`src/rtl/fifo_ser_pkg.sv`:
```
// Shared types and defaults for the FIFO word-to-byte serializer.
//   ser_state_e      : serializer FSM states
//   DEF_DATA_W/BYTE_W: default word / beat widths
//   bytes_per_word() : number of beats per FIFO word
package fifo_ser_pkg;

    typedef enum logic [0:0] {
        ST_IDLE = 1'b0,
        ST_SEND = 1'b1
    } ser_state_e;

    localparam int unsigned DEF_DATA_W = 32;
    localparam int unsigned DEF_BYTE_W = 8;

    function automatic int unsigned bytes_per_word(input int unsigned data_w,
                                                   input int unsigned byte_w);
        return data_w / byte_w;
    endfunction

endpackage

```
`src/rtl/fifo_byte_serializer.sv`:
```
// Drain stage for a show-ahead word FIFO: pops one DATA_W word and streams it out as
// DATA_W/BYTE_W beats on a valid/ready interface, flagging the final beat of each word.
// Words follow each other with no bubble while the FIFO is non-empty and the sink ready.
// Ports:
//   clk_i, reset_i        : clock, asynchronous active-high reset
//   fifo_rdata_i          : FIFO head word (valid while fifo_empty_i=0)
//   fifo_empty_i          : FIFO empty flag
//   fifo_rd_en_o          : pop request (combinational)
//   flush_i               : synchronous abort of the word in flight
//   m_data_o/m_valid_o    : output beat and its valid
//   m_ready_i             : sink accepts beat
//   m_last_o              : current beat is the last of its word
//   busy_o                : word in flight
module fifo_byte_serializer
    import fifo_ser_pkg::*;
#(
    parameter int unsigned DATA_W    = DEF_DATA_W,
    parameter int unsigned BYTE_W    = DEF_BYTE_W,
    parameter bit          MSB_FIRST = 1'b0
) (
    input  logic              clk_i,
    input  logic              reset_i,
    input  logic [DATA_W-1:0] fifo_rdata_i,
    input  logic              fifo_empty_i,
    output logic              fifo_rd_en_o,
    input  logic              flush_i,
    output logic [BYTE_W-1:0] m_data_o,
    output logic              m_valid_o,
    input  logic              m_ready_i,
    output logic              m_last_o,
    output logic              busy_o
);

    localparam int unsigned      NBYTES   = bytes_per_word(DATA_W, BYTE_W);
    localparam int unsigned      CNT_W    = $clog2(NBYTES);
    localparam logic [CNT_W-1:0] CNT_LAST = CNT_W'(NBYTES - 1);

    if (((DATA_W % BYTE_W) != 0) || (DATA_W < 2 * BYTE_W)) begin : g_bad_width
        $error("DATA_W must be a multiple of BYTE_W and at least 2*BYTE_W");
    end

    ser_state_e        state_q, state_d;
    logic [CNT_W-1:0]  cnt_q, cnt_d;
    logic [DATA_W-1:0] sreg_q, sreg_d;
    logic              sending;
    logic              last_beat;
    logic              load;

    assign sending   = (state_q == ST_SEND);
    assign last_beat = sending && (cnt_q == CNT_LAST);

    // Reload either from idle or on the very edge the last beat leaves, so consecutive
    // words are gapless. Sink readiness does not matter when starting from idle.
    assign load = !reset_i && !fifo_empty_i && !flush_i &&
                  (!sending || (m_ready_i && last_beat));

    assign fifo_rd_en_o = load;
    assign m_valid_o    = sending;
    assign busy_o       = sending;
    assign m_last_o     = last_beat;
    assign m_data_o     = MSB_FIRST ? sreg_q[DATA_W-1 -: BYTE_W] : sreg_q[BYTE_W-1:0];

    always_comb begin
        state_d = state_q;
        cnt_d   = cnt_q;
        sreg_d  = sreg_q;
        if (flush_i) begin
            // Drop the word in flight; the shift register is not visible while idle.
            state_d = ST_IDLE;
            cnt_d   = '0;
        end else if (load) begin
            state_d = ST_SEND;
            cnt_d   = '0;
            sreg_d  = fifo_rdata_i;
        end else begin
            unique case (state_q)
                ST_SEND: begin
                    if (m_ready_i) begin
                        if (last_beat) begin
                            state_d = ST_IDLE;
                        end else begin
                            cnt_d  = cnt_q + CNT_W'(1);
                            sreg_d = MSB_FIRST ? (sreg_q << BYTE_W) : (sreg_q >> BYTE_W);
                        end
                    end
                end
                default: ;
            endcase
        end
    end

    always_ff @(posedge clk_i or posedge reset_i) begin
        if (reset_i) begin
            state_q <= ST_IDLE;
            cnt_q   <= '0;
            sreg_q  <= '0;
        end else begin
            state_q <= state_d;
            cnt_q   <= cnt_d;
            sreg_q  <= sreg_d;
        end
    end

endmodule
```
`config.mk`:
```
export PLATFORM = sky130hd
export DESIGN_NAME = fifo_byte_serializer
export DESIGN_NICKNAME = d
export VERILOG_FILES = /design/src/rtl/fifo_ser_pkg.sv /design/src/rtl/fifo_byte_serializer.sv
export SDC_FILE = /design/constraint.sdc
export NUM_CORES = 1
export LEC_CHECK = 0
export ABC_AREA = 1
export CORE_MARGIN = 2
export CORE_UTILIZATION = 50
export CTS_CLUSTER_DIAMETER = 200
export DETAILED_ROUTE_END_ITERATION = 16
export PLACE_DENSITY = 0.82
export SETUP_SLACK_MARGIN = 0.5
export SLEW_MARGIN = 40
export SYNTH_ARGS = -nofsm -noshare
export SYNTH_HDL_FRONTEND = slang
export SYNTH_SLANG_ARGS = --single-unit
```
`constraint.sdc`:
```
create_clock -name clk_i -period 3.94 [get_ports clk_i]
set_clock_uncertainty 0.15 [all_clocks]
set_input_delay 0.788 -clock clk_i [delete_from_list [all_inputs] [get_ports clk_i]]
set_output_delay 0.788 -clock clk_i [all_outputs]
set_load 0.01 [all_outputs]
```
---- Yosys cells after proc, flatten, opt, wreduce, memory -nomap -nowiden ----
Index checks and enable logic that the tools add are counted.
word-level totals
  flip-flop bits (word level) ............. 35
  bits in latches ......................... 0
  memory bits (writable) .................. 0
  bits in read-only memories .............. 0
  input port bits ......................... 37
  output and inout bits ................... 12
  word-level logic and storage cells ...... 38
  memories ................................ 0
operators by class
  $add $sub $neg .......................... 1
  multipliers ............................. 0
  divide/modulo/power cells ............... 0
  $lt $le $gt $ge ......................... 0
  eq/ne operators ......................... 3
  shift operators ......................... 0
  mux-type cells .......................... 14
  bitwise operators ....................... 1
  reductions and logical operators ........ 16
operator list
  operator                                     count
  2-to-1 mux 32 bit                            4
  2-to-1 mux 2 bit                             5
  nonzero test 3 bit                           2
  logical AND 1 bit                            5
  2-to-1 mux 1 bit                             5
  logical NOT 1 bit                            4
  AND reduction 4 bit                          1
  nonzero test 2 bit                           2
  != test 3 bit, second input constant         1
  AND reduction 3 bit                          1
  adder 2 x 1 -> 2 bit, second input constant  1
  == test 2 bit, second input constant         1
  != test 2 bit, second input constant         1
  logical OR 1 bit                             1
  inverter 1 bit                               1

---- Depth between registers and ports, before layout ----
  depth after elaboration ................. 7
  depth in mapped cells ................... 9
  depth with buffers taken out ............ 8

---- Least setup slack after synthesis ----
Ideal clock, no wire load.
  kind .................................... in2out
  start ................................... input reset_i
  end ..................................... output fifo_rd_en_o
  arrival time ............................ 2.042 ns
  required time ........................... 3.002 ns
  slack ................................... 0.960 ns
  cell stages on the path ................. 3
  buffers on the path ..................... 0
  path through ............................ inv_1 > nand3_4 > clkinv_1
between the ends
  word-level cells in the longest chain between the ends .. 4
ends and longest elaborated chain
  what                                line                        text
  start: declaration                  fifo_byte_serializer.sv:22  input logic reset_i,
  logical NOT 1 bit (no source line)  n/a
  logical AND 1 bit (3 in a row)      fifo_byte_serializer.sv:54  assign load = !reset_i && !fifo_empty_i && !flush_i &&
  end: declaration                    fifo_byte_serializer.sv:25  output logic fifo_rd_en_o,
Every way passes these cells.

---- Worst setup path in the final report ----
  start ................................... input flush_i
  end ..................................... output fifo_rd_en_o
between the ends
  word-level cells in the longest chain between the ends .. 3
ends and longest elaborated chain
  what                            line                        text
  start: declaration              fifo_byte_serializer.sv:26  input logic flush_i,
  logical NOT 1 bit               fifo_byte_serializer.sv:54
  logical AND 1 bit (2 in a row)  fifo_byte_serializer.sv:54
Every way passes these cells.

==> impl_metrics.ini <==
[synth]
syn_area_per_cell_sq_um = 7.28
synthCells = 253
yosys-top-cells-area = dfrtp_1, nand2_1, nand3_1
synth_top_area_share_pct = 47.5
yosysTopAreaCell = dfrtp_1
ys_ff_latch = 35
synth_xor_area_share_pct = 0.475
synth_top_family_by_area = simple AND/OR/NAND/NOR gates
yosysWarnings = 0
synth_cell_type_count = 18
synth_nets = 291
muxShareOfSynthArea_pct = 0
synth-simple-area-share_pct = 40.5
synth_fa_ha_area_share_pct = 0.679
synth_area_sq_um = 1840
synth-seq-area-share_pct = 47.5
synth_compound_area_share_pct = 1.43

[clock_network]
root_buffer = clkbuf_8
h-tree-depth = 2
numCtsBuffers = 5
tritoncts = built
max-clock-path-buffers = 2
cts_resized = 0
clkLatencyLatePin_ns = 0.28
clk_pin_slew_ns = 0.07
post_cts_buffers = 0
clock_sinks = 35
hold_buffers = 0

[power]
ir_worst_vdd_mv = 0.258
powerDensity_nw_per_um2 = 450
switching_power_uw = 310
internal_power_uw = 759
swShare_pct = 29.0
p_seq_share_pct = 46.6
clock_power_share_pct = 26.2
combinationalPowerShare_pct = 27.2
cellLeakagePower_nw = 1.28

[timing]
fin_ws_ns = 0.702
fmax_mhz = 309
worstMarginPinSlew_ns = 0.697
holdWs_ns = 0.322
max_slew_margin_pct = 53.5
period_minus_slack_ns = 3.24
finalSetupTns_ns = 0
hold_viol_final = 0
slew_violations = 0
rsz0062_at_grt = false
fin_crit_sh_pct = 82.2
setup_viol = 0

[worst_setup_path]
max_stage_delay_ns = 0.57
path_class = input pin to primary output
reg2reg_from = cnt_q[0]$_DFFE_PP0P_
cp_slowest_cell = clkdlybuf4s50_1
cp-start-kind = input pin
crit_required_ns = 3.00
cp_num_buf_inv = 3
endpoint_kind = primary output
critPathLaunch = flush_i
cpMostUsedCell = clkdlybuf4s50_1
crit_chain = clkdlybuf4s50_1, nor2_2, nand3_4, clkinv_1, clkdlybuf4s50_1
cpLargestDelayFamily = buffers and inverters
arrival_ns = 2.30
crit_fanout = 10

[grt]
grt_start_max_net_pins = 37
overflow = 0
grt_pass1_vias = 1565
grt_use_total_pct = 20.7
grt_pass1_wl_mm = 6.80
antenna_found_initial = 0

[route]
routedWlPerCell_um = 11.1
wl_mm = 3.78
vias = 1624
viasPerCell = 4.76
postRouteAntennaNets = 0
drt_iter0_drc = 176
drc = 0
drtPass1Iterations = 4

[floorplanning]
core_area_sq_um = 3610
die_area_sq_um = 4190
fp.dieW_um = 64.7
die_h_um = 64.7
rows = 22
boundaryPins = 49
start_util_pct = 51.1

[run_status]
status = finished, final reports clean

[cells_and_area]
num_antenna_cells = 0
seq_area_sq_um = 876
syn_to_final_growth_pct = 28.8
nNetsFinal = 330
fillerInstances = 333
drive_above_1_share_pct = 6.14
multi_input_area_sq_um = 793
final_design_area_no_fill_sq_um = 2370
final_cells = 341
final_cell_mix = nand2_1, clkdlybuf4s50_1, dfrtp_1
layout_commonest_cell = nand2_1

[flow_run]
drv_cap = 0

[min_path]
hp-start = sreg_q[31]$_DFFE_PP0P_
worstHoldPathType = flop to flop

[place]
pre_cts_ws_ns = 0.680
place_congestion = 0.811
io_buffers = 48
placed_cells = 333
place_area_sq_um = 2270
hpwl_mm = 2.54
[path summary, 6_finish.rpt]
check                                         end  slack (ns)  cells past startpoint
min in group asynchronous  sreg_q[29]$_DFFE_PP0P_        0.92                      3
max reg2reg                sreg_q[10]$_DFFE_PP0P_        1.96                      8
max                                  fifo_rd_en_o        0.70                      5
max in group asynchronous  sreg_q[24]$_DFFE_PP0P_        2.40                      3
min reg2reg                sreg_q[31]$_DFFE_PP0P_        0.32                      2
min                        sreg_q[31]$_DFFE_PP0P_        0.32                      2
[registers in the layout, summed over array words and instances, names as in the netlist]
register,cells
sreg_q,32
cnt_q,2
busy_o,1
[worst reg2reg max path, stage by stage, from the launching register on]
cell and delay [ns]:
dfrtp_1 0.37, ha_1 0.18, nand2_1 0.07, nand2_2 0.08, nand3_4 0.06, buf_4 0.23, a21oi_4 0.56, nand2_1 0.13
nand2_1 0.10
[kinds of logic after synthesis]
group,after synthesis
and+or+nand+nor,184
xor gates and xnor gates,1
DFF,35
adders and majority gates,1
buffers and inverters,29
AOI/OAI and AO/OA,3
[metal layers]
metal	global-route usage [%]	routed length, um	vias to the layer above
li1	-	-	843
met1	27.0	1690	728
met2	34.4	1850	47
met3	3.82	192	6
met4	7.18	51	0
met5	0	0	-
[cell usage after synthesis (all sizes together)]
library cell	n
nor2	2
a21oi	1
ha	1
nand2	156
clkinv	1
xnor2	1
buf	18
nand3	26
o21ai	2
dfrtp	35
clkbuf	2
inv	8
[stage by stage]
| stage | power (mW) | utilization (%) |
|---|---|---|
| after global placement | 0.786 | 63.0 |
| final | 1.07 | 65.8 |
| after global routing | 1.15 | 65.8 |
| after detailed placement | 0.795 | 63.0 |
| after CTS | 1.08 | 65.8 |
| after floorplan | 0.705 | - |
[layout make-up]
cell class,instances,share of cell area (%)
sequential,35,36.9
multi-input combinational,189,33.4
timing repair buffer,52,21.5
clock buffer,8,4.22
tap,48,2.53
inverter,9,1.42
[power groups by stage]
stage	registers (mW)	clock network, mW	logic [mW]
after floorplan	0.494	0	0.211
after global placement	0.501	0	0.286
after detailed placement	0.503	0	0.292
after CTS	0.497	0.288	0.294
after global routing	0.510	0.303	0.332
final	0.497	0.280	0.291
Note: power is estimated with default switching activity, not from simulation.
